File: src/rtl/elevator_pkg.sv
// elevator_pkg: scheduler state encoding, travel direction constants and default sizes
// shared by the elevator call scheduler and its floor search helper.
package elevator_pkg;

  localparam int DEF_BUTTONS_WIDTH = 8;
  localparam int DEF_LEVEL_W       = 3;

  localparam logic [1:0] ST_IDLE = 2'd0;
  localparam logic [1:0] ST_UP   = 2'd1;
  localparam logic [1:0] ST_DOWN = 2'd2;

  localparam logic DIR_UP   = 1'b1;
  localparam logic DIR_DOWN = 1'b0;

endpackage

File: src/rtl/elevator_floor_search.sv
// elevator_floor_search: combinational scan of a call vector relative to the car floor.
// Reports nearest/farthest calls strictly above and below, plus a hit at the car floor.
module elevator_floor_search #(
  parameter int N  = 8,
  parameter int LW = 3
) (
  input  logic [N-1:0]  calls,
  input  logic [LW-1:0] cur_level,
  output logic          found,
  output logic          above_found,
  output logic          below_found,
  output logic          at_hit,
  output logic [LW-1:0] nearest_above,
  output logic [LW-1:0] highest_above,
  output logic [LW-1:0] nearest_below,
  output logic [LW-1:0] lowest_below
);

  always_comb begin
    found         = |calls;
    above_found   = 1'b0;
    below_found   = 1'b0;
    at_hit        = 1'b0;
    nearest_above = '0;
    highest_above = '0;
    nearest_below = '0;
    lowest_below  = '0;
    // Ascending scan keeps the last hit, i.e. the highest one on each side.
    for (int i = 0; i < N; i++) begin
      if (calls[i] && i > int'(cur_level)) begin
        above_found   = 1'b1;
        highest_above = LW'(i);
      end
      if (calls[i] && i < int'(cur_level)) begin
        below_found   = 1'b1;
        nearest_below = LW'(i);
      end
      if (i == int'(cur_level)) at_hit = calls[i];
    end
    for (int i = N - 1; i >= 0; i--) begin
      if (calls[i] && i > int'(cur_level)) nearest_above = LW'(i);
      if (calls[i] && i < int'(cur_level)) lowest_below  = LW'(i);
    end
  end

endmodule

File: src/rtl/elevator_call_scheduler.sv
// elevator_call_scheduler: latches cab/hall calls for one car and picks the next target (LOOK).
// Idle parking toward PARK_LEVEL is compiled in only when SCHED_PARK_EN is defined.
module elevator_call_scheduler
  import elevator_pkg::*;
#(
  parameter int BUTTONS_WIDTH = DEF_BUTTONS_WIDTH,
  parameter int LEVEL_W       = DEF_LEVEL_W,
  parameter int PARK_LEVEL    = 0,
  parameter int PARK_TIMEOUT  = 200
) (
  input  logic                       clk,
  input  logic                       reset,
  input  logic [BUTTONS_WIDTH-1:0]   btn_in,
  input  logic [BUTTONS_WIDTH-2:0]   btn_up_out,
  input  logic [BUTTONS_WIDTH-2:0]   btn_down_out,
  input  logic [LEVEL_W-1:0]         cur_level,
  input  logic                       at_floor,
  input  logic                       serve,
  output logic [LEVEL_W-1:0]         target_level,
  output logic                       target_valid,
  output logic                       direction,
  output logic                       stop_req,
  output logic [3*BUTTONS_WIDTH-1:0] call_lamps
);

  localparam int N = BUTTONS_WIDTH;

  logic [N-1:0] cab_reg, up_reg, dn_reg, cab_next, up_next, dn_next;
  logic [N-1:0] floor_hit, up_btn, dn_btn, all_calls, up_calls, dn_calls;
  logic [1:0] state_reg, state_next;
  logic [LEVEL_W-1:0] target_reg, target_next, dist_above, dist_below;
  logic valid_reg, valid_next, dir_reg, dir_next, stop_reg, stop_next;
  logic level_ok, park_hit, go_up, go_dn;

  logic sa_found, sa_above, sa_below, sa_at, su_found, su_above, su_below, su_at;
  logic sd_found, sd_above, sd_below, sd_at, sn_found, sn_above, sn_below, sn_at;
  logic sp_found, sp_above, sp_below, sp_at;
  logic [LEVEL_W-1:0] sa_na, sa_ha, sa_nb, sa_lb, su_na, su_ha, su_nb, su_lb;
  logic [LEVEL_W-1:0] sd_na, sd_ha, sd_nb, sd_lb, sn_na, sn_ha, sn_nb, sn_lb;
  logic [LEVEL_W-1:0] sp_na, sp_ha, sp_nb, sp_lb;

  if (PARK_LEVEL < 0 || PARK_LEVEL >= BUTTONS_WIDTH || PARK_TIMEOUT < 1 ||
      (1 << LEVEL_W) < BUTTONS_WIDTH) begin : g_bad_cfg
    $error("elevator_call_scheduler: inconsistent parameters");
  end

  assign up_btn    = {1'b0, btn_up_out};
  assign dn_btn    = {btn_down_out, 1'b0};
  assign level_ok  = int'(cur_level) < N;
  assign all_calls = cab_reg | up_reg | dn_reg;
  assign up_calls  = cab_reg | up_reg;
  assign dn_calls  = cab_reg | dn_reg;

  for (genvar gi = 0; gi < N; gi++) begin : g_floor
    assign floor_hit[gi] = serve && (int'(cur_level) == gi);
  end

  // Clearing beats a same-cycle press; hall calls are cleared only for the travel direction.
  assign cab_next = (cab_reg | btn_in) & ~floor_hit;
  assign up_next  = (up_reg | up_btn) & ~(floor_hit & {N{state_reg != ST_DOWN}});
  assign dn_next  = (dn_reg | dn_btn) & ~(floor_hit & {N{state_reg != ST_UP}});

  elevator_floor_search #(.N(N), .LW(LEVEL_W)) u_search_all (
    .calls(all_calls), .cur_level(cur_level), .found(sa_found), .above_found(sa_above),
    .below_found(sa_below), .at_hit(sa_at), .nearest_above(sa_na), .highest_above(sa_ha),
    .nearest_below(sa_nb), .lowest_below(sa_lb));
  elevator_floor_search #(.N(N), .LW(LEVEL_W)) u_search_upward (
    .calls(up_calls), .cur_level(cur_level), .found(su_found), .above_found(su_above),
    .below_found(su_below), .at_hit(su_at), .nearest_above(su_na), .highest_above(su_ha),
    .nearest_below(su_nb), .lowest_below(su_lb));
  elevator_floor_search #(.N(N), .LW(LEVEL_W)) u_search_downward (
    .calls(dn_calls), .cur_level(cur_level), .found(sd_found), .above_found(sd_above),
    .below_found(sd_below), .at_hit(sd_at), .nearest_above(sd_na), .highest_above(sd_ha),
    .nearest_below(sd_nb), .lowest_below(sd_lb));
  elevator_floor_search #(.N(N), .LW(LEVEL_W)) u_search_dn_hall (
    .calls(dn_reg), .cur_level(cur_level), .found(sn_found), .above_found(sn_above),
    .below_found(sn_below), .at_hit(sn_at), .nearest_above(sn_na), .highest_above(sn_ha),
    .nearest_below(sn_nb), .lowest_below(sn_lb));
  elevator_floor_search #(.N(N), .LW(LEVEL_W)) u_search_up_hall (
    .calls(up_reg), .cur_level(cur_level), .found(sp_found), .above_found(sp_above),
    .below_found(sp_below), .at_hit(sp_at), .nearest_above(sp_na), .highest_above(sp_ha),
    .nearest_below(sp_nb), .lowest_below(sp_lb));

  // Search results this policy never looks at.
  logic unused_search;
  assign unused_search = ^{sa_found, sa_ha, sa_lb, su_found, su_below, su_ha, su_nb, su_lb,
                           sd_found, sd_above, sd_na, sd_ha, sd_lb, sn_found, sn_above,
                           sn_below, sn_at, sn_na, sn_nb, sn_lb, sp_found, sp_above,
                           sp_below, sp_at, sp_na, sp_ha, sp_nb};

`ifdef SCHED_PARK_EN
  localparam int CNT_W = $clog2(PARK_TIMEOUT + 1);
  logic [CNT_W-1:0] park_cnt_reg, park_cnt_next;
  logic new_press;

  assign new_press = (|btn_in) | (|btn_up_out) | (|btn_down_out);

  always_comb begin
    park_cnt_next = '0;
    if (state_reg == ST_IDLE && !sa_found && !new_press)
      park_cnt_next = (park_cnt_reg == CNT_W'(PARK_TIMEOUT)) ? park_cnt_reg
                                                              : park_cnt_reg + 1'b1;
  end

  always_ff @(posedge clk or posedge reset) begin
    if (reset) park_cnt_reg <= '0;
    else       park_cnt_reg <= park_cnt_next;
  end

  assign park_hit = (park_cnt_next == CNT_W'(PARK_TIMEOUT)) &&
                    (cur_level != LEVEL_W'(PARK_LEVEL));
`else
  assign park_hit = 1'b0;
`endif

  assign dist_above = sa_na - cur_level;
  assign dist_below = cur_level - sa_nb;

  always_comb begin
    state_next  = state_reg;
    target_next = target_reg;
    valid_next  = valid_reg;
    dir_next    = dir_reg;
    go_up       = 1'b0;
    go_dn       = 1'b0;
    stop_next   = at_floor && !serve &&
                  ((state_reg == ST_IDLE) ? sa_at : (state_reg == ST_UP) ? su_at : sd_at);
    case (state_reg)
      ST_UP:   if (sa_above) go_up = 1'b1; else if (sa_below) go_dn = 1'b1;
      ST_DOWN: if (sa_below) go_dn = 1'b1; else if (sa_above) go_up = 1'b1;
      default: if (sa_above && (!sa_below || dist_above <= dist_below)) go_up = 1'b1;
               else if (sa_below) go_dn = 1'b1;
    endcase
    if (go_up) begin
      state_next  = ST_UP;
      target_next = su_above ? su_na : sn_ha;
      valid_next  = 1'b1;
      dir_next    = DIR_UP;
    end else if (go_dn) begin
      state_next  = ST_DOWN;
      target_next = sd_below ? sd_nb : sp_lb;
      valid_next  = 1'b1;
      dir_next    = DIR_DOWN;
    end else begin
      state_next = ST_IDLE;
      if (sa_at) begin
        target_next = cur_level;
        valid_next  = 1'b1;
      end else if (park_hit) begin
        target_next = LEVEL_W'(PARK_LEVEL);
        valid_next  = 1'b1;
        dir_next    = (LEVEL_W'(PARK_LEVEL) > cur_level) ? DIR_UP : DIR_DOWN;
      end else begin
        valid_next = 1'b0;
      end
    end
    // An out-of-range floor report freezes the scheduler; calls keep latching.
    if (!level_ok) begin
      state_next  = state_reg;
      target_next = target_reg;
      valid_next  = valid_reg;
      dir_next    = dir_reg;
      stop_next   = stop_reg;
    end
  end

  always_ff @(posedge clk or posedge reset) begin
    if (reset) begin
      cab_reg    <= '0;
      up_reg     <= '0;
      dn_reg     <= '0;
      state_reg  <= ST_IDLE;
      target_reg <= '0;
      valid_reg  <= 1'b0;
      dir_reg    <= DIR_UP;
      stop_reg   <= 1'b0;
    end else begin
      cab_reg    <= cab_next;
      up_reg     <= up_next;
      dn_reg     <= dn_next;
      state_reg  <= state_next;
      target_reg <= target_next;
      valid_reg  <= valid_next;
      dir_reg    <= dir_next;
      stop_reg   <= stop_next;
    end
  end

  assign target_level = target_reg;
  assign target_valid = valid_reg;
  assign direction    = dir_reg;
  assign stop_req     = stop_reg;
  assign call_lamps   = {dn_reg, up_reg, cab_reg};

endmodule
File: config.mk
export PLATFORM = sky130hd
export DESIGN_NAME = elevator_call_scheduler
export DESIGN_NICKNAME = d
export VERILOG_FILES = /design/src/rtl/elevator_pkg.sv /design/src/rtl/elevator_floor_search.sv /design/src/rtl/elevator_call_scheduler.sv
export SDC_FILE = /design/constraint.sdc
export NUM_CORES = 1
export LEC_CHECK = 0
export ABC_AREA = 0
export CORE_ASPECT_RATIO = 1.25
export CORE_MARGIN = 10
export CORE_UTILIZATION = 45
export DETAILED_ROUTE_END_ITERATION = 7
export PLACE_DENSITY = 0.73
export SETUP_SLACK_MARGIN = 0.05
export SYNTH_ARGS = -nofsm -noshare
export SYNTH_HDL_FRONTEND = slang
export SYNTH_SLANG_ARGS = --single-unit
File: constraint.sdc
create_clock -name clk -period 4 [get_ports clk]
set_clock_uncertainty 0.15 [all_clocks]
set_input_delay 0.6 -clock clk [delete_from_list [all_inputs] [get_ports clk]]
set_output_delay 0.6 -clock clk [all_outputs]
set_load 0.1 [all_outputs]
Word level (Yosys, flattened, before mapping)
Index checks and enable logic that the tools add are counted.

word-level totals
  register bits = 32
  output and inout port bits = 30
  input bits = 29
  word-level logic and storage cells = 231

operators by class
  multiplexer cells = 114
  bitwise gates (word level) = 14
  reductions and logical operators = 60
  order comparisons = 15
  add/subtract/negate cells = 2
  eq/ne operators = 18

operators by type and width
  operator            count
  $mux 3              36
  $mux 1              68
  $logic_and 1x1->1   53
  $and 8x8->8         5
  $or 8x8->8          5
  $not 8->8           3
  $mux 2              8
  $eq 3x3->1 const A  4
  $eq 3x3->1 const B  4
  $gt 3x3->1 const A  4
  $lt 3x3->1 const A  3
  $or 8x7->8          1
  $eq 2x3->1 const A  2
  $eq 3x2->1 const B  2
  $gt 2x3->1 const A  2
  $lt 1x3->1 const A  2
  $lt 2x3->1 const A  2
  $sub 3x3->3         2
  $pmux 1 s2          2
  $eq 1x3->1 const A  1
  $eq 3x1->1 const B  1
  $gt 1x3->1 const A  1
  $le 3x3->1          1
  $logic_not 3->1     1
  9 further kinds     10

Logic depth before layout (Yosys ltp)
Gate-level depths: netlist of the first run.

  depth in word-level cells = 18
  mapped depth = 19
  gate-level depth less buffers = 18

Hierarchy
A second synthesis of the first run with hierarchy kept.

second synthesis, totals
  cells, all modules = 638
  area total of the unflattened synthesis = 4753.3 um^2

by module, submodules not included
  module                   cells each  instances  area an instance (um^2)
  elevator_floor_search    96          5          610.6
  elevator_call_scheduler  158         1          1700.4

Worst setup path after synthesis of the first run
Ideal clock, no wire load.

  kind = register to register
  from = register up_reg[2]
  to = register target_reg[0], in the netlist target_level[0]
  slack = -0.155 ns
  data required time = 3.722 ns
  setup time = 0.128 ns
  stages on the path, launching flop included = 19
  buffers on the path = 0
  data arrival time = 3.876 ns
  cell sequence = dfrtp_1 > or3_1 > a21oi_1 > a21oi_1 > nor3_1 > nor2_1 > nor2_1 > ha_1 > inv_1 > fa_1 > inv_1 > ha_1 > nor2b_1 > o21a_1 > o21ai_0 > mux2i_1 > a21oi_4 > mux2i_1 > a31oi_1

on the way
  cells in the longest elaborated chain, start to end = 16
  elaborated cells between the ends (all ways) = 60
  those cells by class = 2 x add/sub; 1 x order compare; 47 x mux; 2 x bitwise; 8 x reduce/logical

RTL lines
  item                    RTL line                                                      source
  from (decl)             elevator_call_scheduler.sv:28                                 logic [N-1:0] cab_reg, up_reg, dn_reg, cab_next, up_next, dn_next;
  from (signal assigned)  elevator_call_scheduler.sv:179                                up_reg <= up_next;
  $or 8x8->8              elevator_call_scheduler.sv:50, elevator_call_scheduler.sv:51
  $or 8x8->8              elevator_call_scheduler.sv:50                                 assign all_calls = cab_reg | up_reg | dn_reg;
  $logic_and 1x1->1       elevator_floor_search.sv:34                                   if (calls[i] && i < int'(cur_level)) begin
  $mux 2 (2 in series)    elevator_floor_search.sv:34
  $mux 3 (3 in series)    elevator_floor_search.sv:34
  $sub 3x3->3             elevator_call_scheduler.sv:117                                assign dist_below = cur_level - sa_nb;
  $le 3x3->1              elevator_call_scheduler.sv:131                                default: if (sa_above && (!sa_below || dist_above <= dist_below)) go_up = 1'b1;
  $logic_or 1x1->1        elevator_call_scheduler.sv:131
  $logic_and 1x1->1       elevator_call_scheduler.sv:131
  $mux 1                  elevator_call_scheduler.sv:131
  $pmux 1 s2              elevator_call_scheduler.sv:128                                case (state_reg)
  $mux 3                  elevator_call_scheduler.sv:139                                end else if (go_dn) begin
  $mux 3                  elevator_call_scheduler.sv:134                                if (go_up) begin
  to (signal assigned)    elevator_call_scheduler.sv:182                                target_reg <= target_next;
  to (decl)               elevator_call_scheduler.sv:31                                 logic [LEVEL_W-1:0] target_reg, target_next, dist_above, dist_below;

Parallel ways exist; a longest one is shown, timed or not.
A chain may end at the register's enable or synchronous reset.

Final worst setup path of the first run
  from = register dn_reg[2]
  to = register target_reg[1], in the netlist target_level[1]

on the way
  cells in the longest elaborated chain, start to end = 15
  elaborated cells between the ends (all ways) = 65
  those cells by class = 2 x add/sub; 1 x order compare; 52 x mux; 2 x bitwise; 8 x reduce/logical

RTL lines
  item                    RTL line                        source
  from (decl)             elevator_call_scheduler.sv:28
  from (signal assigned)  elevator_call_scheduler.sv:180  dn_reg <= dn_next;
  $or 8x8->8              elevator_call_scheduler.sv:50
  $logic_and 1x1->1       elevator_floor_search.sv:34
  $mux 2 (2 in series)    elevator_floor_search.sv:34
  $mux 3 (3 in series)    elevator_floor_search.sv:34
  $sub 3x3->3             elevator_call_scheduler.sv:117
  $le 3x3->1              elevator_call_scheduler.sv:131
  $logic_or 1x1->1        elevator_call_scheduler.sv:131
  $logic_and 1x1->1       elevator_call_scheduler.sv:131
  $mux 1                  elevator_call_scheduler.sv:131
  $pmux 1 s2              elevator_call_scheduler.sv:128
  $mux 3                  elevator_call_scheduler.sv:139
  $mux 3                  elevator_call_scheduler.sv:134

Parallel ways exist; a longest one is shown, timed or not.

==> metrics.cfg, run 1 <==
[power]
design_power_total_mw = 1.85
vdd.ir_drop.worst_uv = 248
power.leakage_nw = 1.46
powerDensity_nw_per_um2 = 495

[critical_path]
crit_fanout = 6
r2r_setup_slack_ps = 210
crit_path_end_kind = flip-flop
critical_path.n_buffers_inverters = 2
wp_data_arrival_ps = 3800
dominant_delay_contributor_by_cell_family_on_the_critical_path = simple AND/OR/NAND/NOR gates
worstReg2RegEnd = target_level[1]
critPathSlowestCell = sky130_fd_sc_hd__fa_2
critPathRequiredTime_ps = 4010
critical_path.cell_chain = or3_4 > a21oi_2 > nor2b_1 > nor3_1 > nor2_1 > nor2_1 > ha_2 > inv_2 > fa_2 > inv_2 > ha_4 > nor2b_2 > o21a_1 > o21ai_2 > mux2i_2 > a21oi_4 > mux2i_1 > a31oi_1
worst-setup-path-type = reg -> reg
r2r.worst_path.cells = 18
reg2reg_from = dn_reg[2]
slowest_delay_ps = 520
timing.critical_path.from_type = flip-flop

[floorplan]
die_area_um2 = 8930
io-pin-count = 59
chipWidth_um = 86.5
placementRows = 30
floorplan.die.height_um = 103
initial_core_util_pct = 46.1
core_area_um2 = 5410

[sta]
rsz0062_at_grt = true
setup_viols_final = 0
finalSetupTns_ps = 0
max_freq_mhz = 264
setup_slack_ps = 208
final_min_period_over_clock_period_pct = 94.8
tightestPinTransition_ps = 987
period_needed_ps = 3790
hold_viol_final = 0
maxSlewHeadroom_pct = 34.0
final-max-slew-violation-count = 0

[route]
avgViaCountPerCell = 6.04
postRouteAntennaNets = 0
detail_route.wl_per_cell_um = 20.4
vias = 2859
routed_wl_um = 9660
first_pass_iteration_count_of_the_detailed_router = 5
number_of_drc_violations_after_detailed_routing_iteration_0 = 189
residual_drc_count = 0

[finish]
share_of_final_layout_standard_cells_stronger_than_drive_strength_1_pct = 29.8
area.sequential_um2 = 821
most_common_library_cell_in_the_layout_ignoring_fill_and_taps = sky130_fd_sc_hd__buf_4
area_delta_synth_final_pct = 50.1
antenna_cells_inserted = 0
n_fill_cell = 462
mostFrequentLayoutCells = sky130_fd_sc_hd__buf_4, sky130_fd_sc_hd__clkdlybuf4s50_1, sky130_fd_sc_hd__nor2_1, sky130_fd_sc_hd__a21oi_1
multiInputGateArea_um2 = 1640
nets = 447

[place]
placement.io_buffers = 58
dp_slack_ps = -536
dp_hpwl_um = 7510
gp_congestion = 1.01

[global_routing]
antenna_violations_before_repair = 0
grtUsageMet1_pct = 23.9
grt_pass1_wl_um = 14900
grt_pass1_vias = 2883
use_met3_pct = 4.27
pin_count_of_the_biggest_net_entering_global_routing = 33
grt_overflow_total = 0
grt_usage_pct = 21.2
grt.met2_usage_pct = 37.4
grt.busiest_layer = met2

[hold_path]
worstHoldEndpoint = direction
worst_hold_path_type = reg -> reg
hold_start = direction
min_delay_path_depth = 1

[cts]
cts-root-to-sink-buffers = 2
cts-buffers-inserted = 5
clock_insertion_delay_worst_skew_ps = 280
clock_tree_from_tritoncts = yes
cts-root-buf = sky130_fd_sc_hd__clkbuf_8
cts_sinks = 32
cts.reportedPaths.clkPinSlew_ps = 70
htree_levels = 2

[yosys]
mappedNetlistArea_um2 = 2490
synth_top_cell_by_area = sky130_fd_sc_hd__dfrtp_1
yosys-top-cells-area = sky130_fd_sc_hd__dfrtp_1, sky130_fd_sc_hd__nor2_1, sky130_fd_sc_hd__a21oi_1
avgSynthCellArea_um2 = 8.38
yosysUniqueCellTypes = 62
ys_seq_elements = 32
ys_dominant_reg_cell = sky130_fd_sc_hd__dfrtp_1
ys_warn_count = 0
syn_inst = 297
share_of_flip_flops_with_an_asynchronous_set_or_reset_after_synthesis_pct = 100
synth_edf_count = 0
share_of_synthesized_area_occupied_by_flip_flops_and_latches_pct = 32.2
post_synth_net_total = 336
synth_top_area_share_pct = 31.2

[run]
timing.max_cap.violations = 0

[status]
outcome = complete, no violations

## repair_timing
item                       CTS  global route
setup buffers                2             5
hold buffers                 0             0
gates resized for setup     12            24
cloned                       1             0
pin swaps                    7            16
setup endpoints to repair    7             7
## logic make-up (layout without fill, tap and decap cells)
family | after synthesis | in the layout | synth area share [%]
mux | 6 | 6 | 3.42
compound gates | 103 | 103 | 29.3
simple gates | 114 | 114 | 22.4
buf+inv | 28 | 140 | 5.68
xor+xnor | 4 | 4 | 1.41
flops | 32 | 32 | 32.2
fa+ha+maj | 10 | 10 | 5.63
## cell type report
cell class,count,share of cell area (%)
tap,64,2.14
multi-input combinational,237,43.8
clock buffer,6,1.94
timing repair buffer,120,28.0
inverter,12,1.21
sequential,32,22.0
clock inverter,2,0.938
## per-layer routing
metal | part of all wire [%] | up-vias | wire, um
li1 | - | 1319 | -
met1 | 39 | 1379 | 3740
met2 | 52 | 132 | 4990
met3 | 6.3 | 29 | 612
met4 | 3.3 | 0 | 317
met5 | 0 | - | 0
## worst max-delay path by stage
stage                      start               to  slack, ps  depth (start not counted)
global placement    cur_level[1]  target_level[0]       -450                         17
finish                 dn_reg[2]  target_level[1]        210                         18
floorplan              up_reg[2]  target_level[0]         60                         18
global route           up_reg[6]  target_level[2]          3                         17
CTS                 cur_level[1]  target_level[1]         50                         17
detailed placement  cur_level[1]  target_level[1]       -540                         19
## synth_stat cells (3+ instances only)
| master | count |
|---|---|
| sky130_fd_sc_hd__mux2i_1 | 4 |
| sky130_fd_sc_hd__buf_2 | 8 |
| sky130_fd_sc_hd__a21oi_1 | 22 |
| sky130_fd_sc_hd__ha_1 | 8 |
| sky130_fd_sc_hd__buf_6 | 3 |
| sky130_fd_sc_hd__a31oi_1 | 10 |
| sky130_fd_sc_hd__nand3_1 | 6 |
| sky130_fd_sc_hd__dfrtp_1 | 31 |
| sky130_fd_sc_hd__inv_1 | 11 |
| sky130_fd_sc_hd__o21a_1 | 6 |
| sky130_fd_sc_hd__o22a_1 | 9 |
| sky130_fd_sc_hd__o21ai_0 | 14 |
| sky130_fd_sc_hd__nand2_1 | 14 |
| sky130_fd_sc_hd__a211oi_1 | 3 |
| sky130_fd_sc_hd__nor3b_1 | 3 |
| sky130_fd_sc_hd__a21o_1 | 4 |
| sky130_fd_sc_hd__nor3_1 | 22 |
| sky130_fd_sc_hd__nor2b_1 | 11 |
| sky130_fd_sc_hd__nor2_1 | 46 |
| sky130_fd_sc_hd__a2111oi_0 | 3 |
| sky130_fd_sc_hd__o22ai_1 | 5 |
## through the flow
stage | utilization [%] | hold WS (ps) | instances | instance area [um2]
after global routing | 69.1 | 393 | 473 | 3740
final | 69.1 | 377 | 473 | 3740
after global placement | 64.6 | 362 | 457 | 3490
after CTS | 67.2 | 380 | 468 | 3630
after detailed placement | 64.6 | 369 | 457 | 3490
after floorplan | - | 560 | 297 | 2510
## power breakdown
part           switching [mW]  internal [mW]
Sequential             0.0497          0.388
Clock                   0.124          0.185
Combinational           0.714          0.387
No activity file was read; power rests on OpenSTA's default activity.
==> run 2, diff against run 1 <==
--- a/config.mk
+++ b/config.mk
@@ -10,6 +10,7 @@
 export CORE_MARGIN = 10
 export CORE_UTILIZATION = 45
 export DETAILED_ROUTE_END_ITERATION = 7
+export GPL_ROUTABILITY_DRIVEN = 0
 export PLACE_DENSITY = 0.73
 export SETUP_SLACK_MARGIN = 0.05
 export SYNTH_ARGS = -nofsm -noshare
==> run 2 against run 1 <==
  * Critical path type unchanged
  * Clock power increased by 11%
  * Sequential cell count unchanged
  * Setup slack got worse by 110 ps
  * Critical path depth unchanged
  * Design area decreased by 0.13%
  * Largest cell class unchanged
  * Routed wire length decreased by 8.4%
  * Sequential power about the same
  * Fmax decreased by 2.9%
  * Non-clock buffer count decreased by 3
  * Worst hold slack got worse by 16 ps
  * Sequential share of layout area about the same
  * Via count decreased by 0.38%
==> metrics.cfg, run 2 (same netlist as run 1, synthesis figures left out) <==
[floorplan]
placementRows = 30
initial_core_util_pct = 46.1
die_area_um2 = 8930
core_area_um2 = 5410
chipWidth_um = 86.5
floorplan.die.height_um = 103
io-pin-count = 59

[sta]
hold_viol_final = 0
max_freq_mhz = 256
finalSetupTns_ps = 0
rsz0062_at_grt = true
setup_slack_ps = 94.2
maxSlewHeadroom_pct = 24.0
final-max-slew-violation-count = 0
setup_viols_final = 0
tightestPinTransition_ps = 1140
period_needed_ps = 3910
final_min_period_over_clock_period_pct = 97.6

[finish]
n_fill_cell = 447
antenna_cells_inserted = 0
fin_area_um2 = 3730
nets = 444
share_of_final_layout_standard_cells_stronger_than_drive_strength_1_pct = 28.6
most_common_library_cell_in_the_layout_ignoring_fill_and_taps = sky130_fd_sc_hd__buf_4
mostFrequentLayoutCells = sky130_fd_sc_hd__buf_4, sky130_fd_sc_hd__clkdlybuf4s50_1, sky130_fd_sc_hd__nor2_1, sky130_fd_sc_hd__a21oi_1, sky130_fd_sc_hd__nor3_1
fin_cells = 470
area_delta_synth_final_pct = 49.8

[global_routing]
grt_usage_pct = 19.9
grt_overflow_total = 0
pin_count_of_the_biggest_net_entering_global_routing = 32
grt_pass1_vias = 2906
grt_pass1_wl_um = 14300
antenna_violations_before_repair = 0

[power]
power.leakage_nw = 1.46
powerDensity_nw_per_um2 = 499
vdd.ir_drop.worst_uv = 300
design_power_total_mw = 1.86

[cts]
cts.reportedPaths.clkPinSlew_ps = 70
cts-root-to-sink-buffers = 2
clock_tree_from_tritoncts = yes
htree_levels = 2
cts-buffers-inserted = 5
cts-root-buf = sky130_fd_sc_hd__clkbuf_8
cts_sinks = 32
clock_insertion_delay_worst_skew_ps = 290

[critical_path]
crit_fanout = 6
critPathSlowestCell = sky130_fd_sc_hd__fa_2
timing.critical_path.from_type = flip-flop
critPathRequiredTime_ps = 4020
crit_path_end_kind = flip-flop
crit_start = dn_reg[2]
reg2reg_from = dn_reg[2]
r2r_setup_slack_ps = 90
worst-setup-path-type = reg -> reg
r2r.worst_path.cells = 18
worstReg2RegEnd = target_level[2]
critical_path.cell_chain = or3_4 > a21oi_2 > a21oi_1 > nor3_1 > nor2_1 > nor2_1 > ha_2 > inv_2 > fa_2 > inv_2 > ha_4 > nor2b_4 > o21a_1 > o21ai_2 > mux2i_2 > a21oi_4 > mux2i_1 > a31oi_1
worstSetupEndpoint = target_level[2]
slowest_delay_ps = 570
wp_data_arrival_ps = 3920

[route]
detail_route.wl_per_cell_um = 18.8
postRouteAntennaNets = 0
vias = 2848
number_of_drc_violations_after_detailed_routing_iteration_0 = 305
first_pass_iteration_count_of_the_detailed_router = 8
residual_drc_count = 0
routed_wl_um = 8850
avgViaCountPerCell = 6.06

[hold_path]
worst_hold_path_type = reg -> reg

[run]
timing.max_cap.violations = 0

[place]
dp_slack_ps = -488
dp_hpwl_um = 6790
dpl-instance-area_um2 = 3460
placed_cells = 455
placement.io_buffers = 58

[status]
outcome = complete, no violations

[run 2: cell types whose count changed in the layout (fill, tap and decap cells not counted), sizes merged]
cell,previous run,this run
clkbuf,9,8
clkdlybuf4s15,0,2
buf,62,59
clkinv,2,1
[run 2: worst min path at each step]
stage / start / end / slack [ps] / cells after the start
CTS: direction / direction / 360 / 1
detailed placement: direction / direction / 350 / 1
global route: direction / direction / 380 / 1
finish: direction / direction / 360 / 1
global placement: direction / direction / 360 / 1
floorplan: reset / cab_reg[0] / 560 / 1
[run 2: per-stage QoR]
stage	hold WS [ps]	util (%)
final	360	69.0
after global routing	385	69.0
after CTS	363	67.8
after detailed placement	352	64.1
after global placement	360	64.1
after floorplan	560	-
[run 2: timing repair]
action / 4_1_cts / 5_1_grt
buffers inserted: 3 / 3
hold buffers: 0 / 0
cloned: 1 / 0
setup endpoints to repair: 7 / 6
pin swaps: 14 / 17
resized for setup: 22 / 14
[run 2: routing by layer]
metal	track usage (%)	wire, um	part of all wire, %
met5	0	0	0
met4	8.61	370	4.2
met3	4.35	713	8.1
met2	33.8	4350	49
met1	23.4	3410	39
[run 2: final cells by class]
cell class	count	area (um2)	area share, %
multi-input cells	237	1630	43.7
repair buffers	117	1030	27.6
flip-flops and latches	32	821	22.0
clock buffers	7	96.3	2.58
well taps	64	80.1	2.15
inverters	12	45.0	1.21
clock inverters	1	30.0	0.805
[run 2: worst max-delay path, delay by kind of cell, from the launching register on]
family	cells	cell delay [ps]
adders and majority gates	3	980
AOI/OAI and AO/OA	6	940
and+or+nand+nor	5	880
DFF	1	400
muxes	2	350
buffers and inverters	2	90
[run 2: report_power, final]
group	total [mW]	switching [mW]	internal [mW]
logic	1.08	0.703	0.378
registers	0.438	0.0501	0.388
clock network	0.343	0.123	0.220
total	1.86	0.876	0.986
==> run 3, diff against run 2 <==
--- a/config.mk
+++ b/config.mk
@@ -11,8 +11,9 @@
 export CORE_UTILIZATION = 45
 export DETAILED_ROUTE_END_ITERATION = 7
 export GPL_ROUTABILITY_DRIVEN = 0
-export PLACE_DENSITY = 0.73
+export PLACE_DENSITY = 0.67
 export SETUP_SLACK_MARGIN = 0.05
 export SYNTH_ARGS = -nofsm -noshare
 export SYNTH_HDL_FRONTEND = slang
+export SYNTH_HIERARCHICAL = 1
 export SYNTH_SLANG_ARGS = --single-unit
==> run 3 against run 2 <==
  * Design area is 6.7% higher
  * Synthesized cell count rose by 35%
  * First-iteration DRC count is 27% lower
  * Via count grew 9.4%
  * Count of clock-buffer cells in the layout down 2
  * Critical endpoint is now target_level[1]
  * Largest power group unchanged
==> metrics.cfg, run 3 <==
[finish]
most_common_library_cell_in_the_layout_ignoring_fill_and_taps = sky130_fd_sc_hd__clkdlybuf4s50_1
share_of_final_layout_standard_cells_stronger_than_drive_strength_1_pct = 26.6
nets = 486
fin_cells = 538
antenna_cells_inserted = 0
mostFrequentLayoutCells = sky130_fd_sc_hd__clkdlybuf4s50_1, sky130_fd_sc_hd__a21oi_1, sky130_fd_sc_hd__nor2_1, sky130_fd_sc_hd__buf_4, sky130_fd_sc_hd__nand2_1
area_delta_synth_final_pct = 22.0

[floorplan]
chipWidth_um = 96.2
core_area_um2 = 7020
die_area_um2 = 11100
floorplan.die.height_um = 115
initial_core_util_pct = 46.5
placementRows = 34
io-pin-count = 59

[hold_path]
worst_hold_path_type = reg -> reg
min_delay_path_depth = 1

[global_routing]
grt_pass1_wl_um = 14800
grt_overflow_total = 0
pin_count_of_the_biggest_net_entering_global_routing = 48
antenna_violations_before_repair = 0
grt_usage_pct = 16.6
grt_pass1_vias = 2862

[run]
timing.max_cap.violations = 0

[critical_path]
r2r_setup_slack_ps = 200
crit_fanout = 6
critPathRequiredTime_ps = 4070
r2r.worst_path.cells = 16
worst-setup-path-type = reg -> reg
wp_data_arrival_ps = 3870
timing.critical_path.from_type = flip-flop
crit_path_end_kind = flip-flop

[cts]
clock_tree_from_tritoncts = yes
cts.reportedPaths.clkPinSlew_ps = 70
htree_levels = 2
clock_insertion_delay_worst_skew_ps = 290
holdBufCountCts = 0
cts_sinks = 32
cts-root-buf = sky130_fd_sc_hd__clkbuf_8
cts-root-to-sink-buffers = 2
cts-buffers-inserted = 5

[yosys]
post_synth_net_total = 439
avgSynthCellArea_um2 = 8.16
syn_inst = 400
mappedNetlistArea_um2 = 3260
ys_warn_count = 6

[sta]
final-max-slew-violation-count = 0
tightestPinTransition_ps = 1010
hold_ws_ps = 381
rsz0062_at_grt = true
setup_slack_ps = 199
max_freq_mhz = 263
period_needed_ps = 3800
final_min_period_over_clock_period_pct = 95.0
maxSlewHeadroom_pct = 32.8
hold_viol_final = 0
setup_viols_final = 0
finalSetupTns_ps = 0

[place]
dp_hpwl_um = 7220
placed_cells = 522
placement.io_buffers = 58
dp_slack_ps = -32.1

[route]
routed_wl_um = 9490
first_pass_iteration_count_of_the_detailed_router = 5
avgViaCountPerCell = 5.79
detail_route.wl_per_cell_um = 17.6
number_of_drc_violations_after_detailed_routing_iteration_0 = 224
residual_drc_count = 0
postRouteAntennaNets = 0
vias = 3116

[power]
power.leakage_nw = 1.63
powerDensity_nw_per_um2 = 443
vdd.ir_drop.worst_uv = 423

[status]
outcome = complete, no violations

## run 3: where the power goes
| group | switching (mW) | internal, mW |
|---|---|---|
| clock | 0.126 | 0.184 |
| sequential | 0.0404 | 0.385 |
| combinational | 0.664 | 0.361 |
| total | 0.831 | 0.930 |
## run 3: what timing repair did
action / 4_1_cts / 5_1_grt
setup buffers: 0 / 8
pin swaps: 0 / 11
hold endpoints to repair: 0 / 0
gates resized for setup: 1 / 8
endpoints found under the setup margin: 1 / 5
## run 3: final timing paths
path	from	endpoint
hold reg to reg	cab_reg[5]	cab_reg[5]
setup reg to reg	dn_reg[3]	target_level[1]
setup / recovery	dn_reg[3]	target_level[1]
min in group asynchronous	reset	stop_req
max in group asynchronous	reset	direction
hold / removal	cab_reg[5]	cab_reg[5]
## run 3: critical path, stage by stage, from the launching register on
cell and delay (ps):
sky130_fd_sc_hd__dfrtp_4 480, sky130_fd_sc_hd__or3_4 360, sky130_fd_sc_hd__a21boi_2 170, sky130_fd_sc_hd__a21oi_2 150, sky130_fd_sc_hd__o221a_1 230, sky130_fd_sc_hd__a311oi_2 40
sky130_fd_sc_hd__inv_1 90, sky130_fd_sc_hd__ha_1 130, sky130_fd_sc_hd__inv_1 50, sky130_fd_sc_hd__fa_2 320, sky130_fd_sc_hd__xor2_1 170, sky130_fd_sc_hd__xnor2_1 130
sky130_fd_sc_hd__ha_1 320, sky130_fd_sc_hd__a311oi_2 300, sky130_fd_sc_hd__a21oi_2 130, sky130_fd_sc_hd__or3_1 360, sky130_fd_sc_hd__a21oi_2 150
## run 3: layer usage
metal / share of wire [%] / track usage [%]
met5: 0 / 0
met4: 1.0 / 3.15
met3: 7.9 / 5.15
met2: 47 / 26.7
met1: 44 / 21.3
## run 3: cell type report
class                      count  area, um2
fill                         652       3040
clock buffer                   5       68.8
timing repair buffer          87        788
inverter                      29        109
tap                           90        113
sequential                    32        822
multi-input combinational    292       2040
clock inverter                 3       42.5
## run 3: stage by stage
stage | power, mW | util (%) | area, um2
2_1_floorplan | 1.13 | - | 3280
3_3_place_gp | 1.36 | 53.8 | 3780
3_5_place_dp | 1.37 | 53.8 | 3780
4_1_cts | 1.69 | 55.4 | 3890
5_1_grt | 1.86 | 56.7 | 3980
6_report | 1.76 | 56.7 | 3980
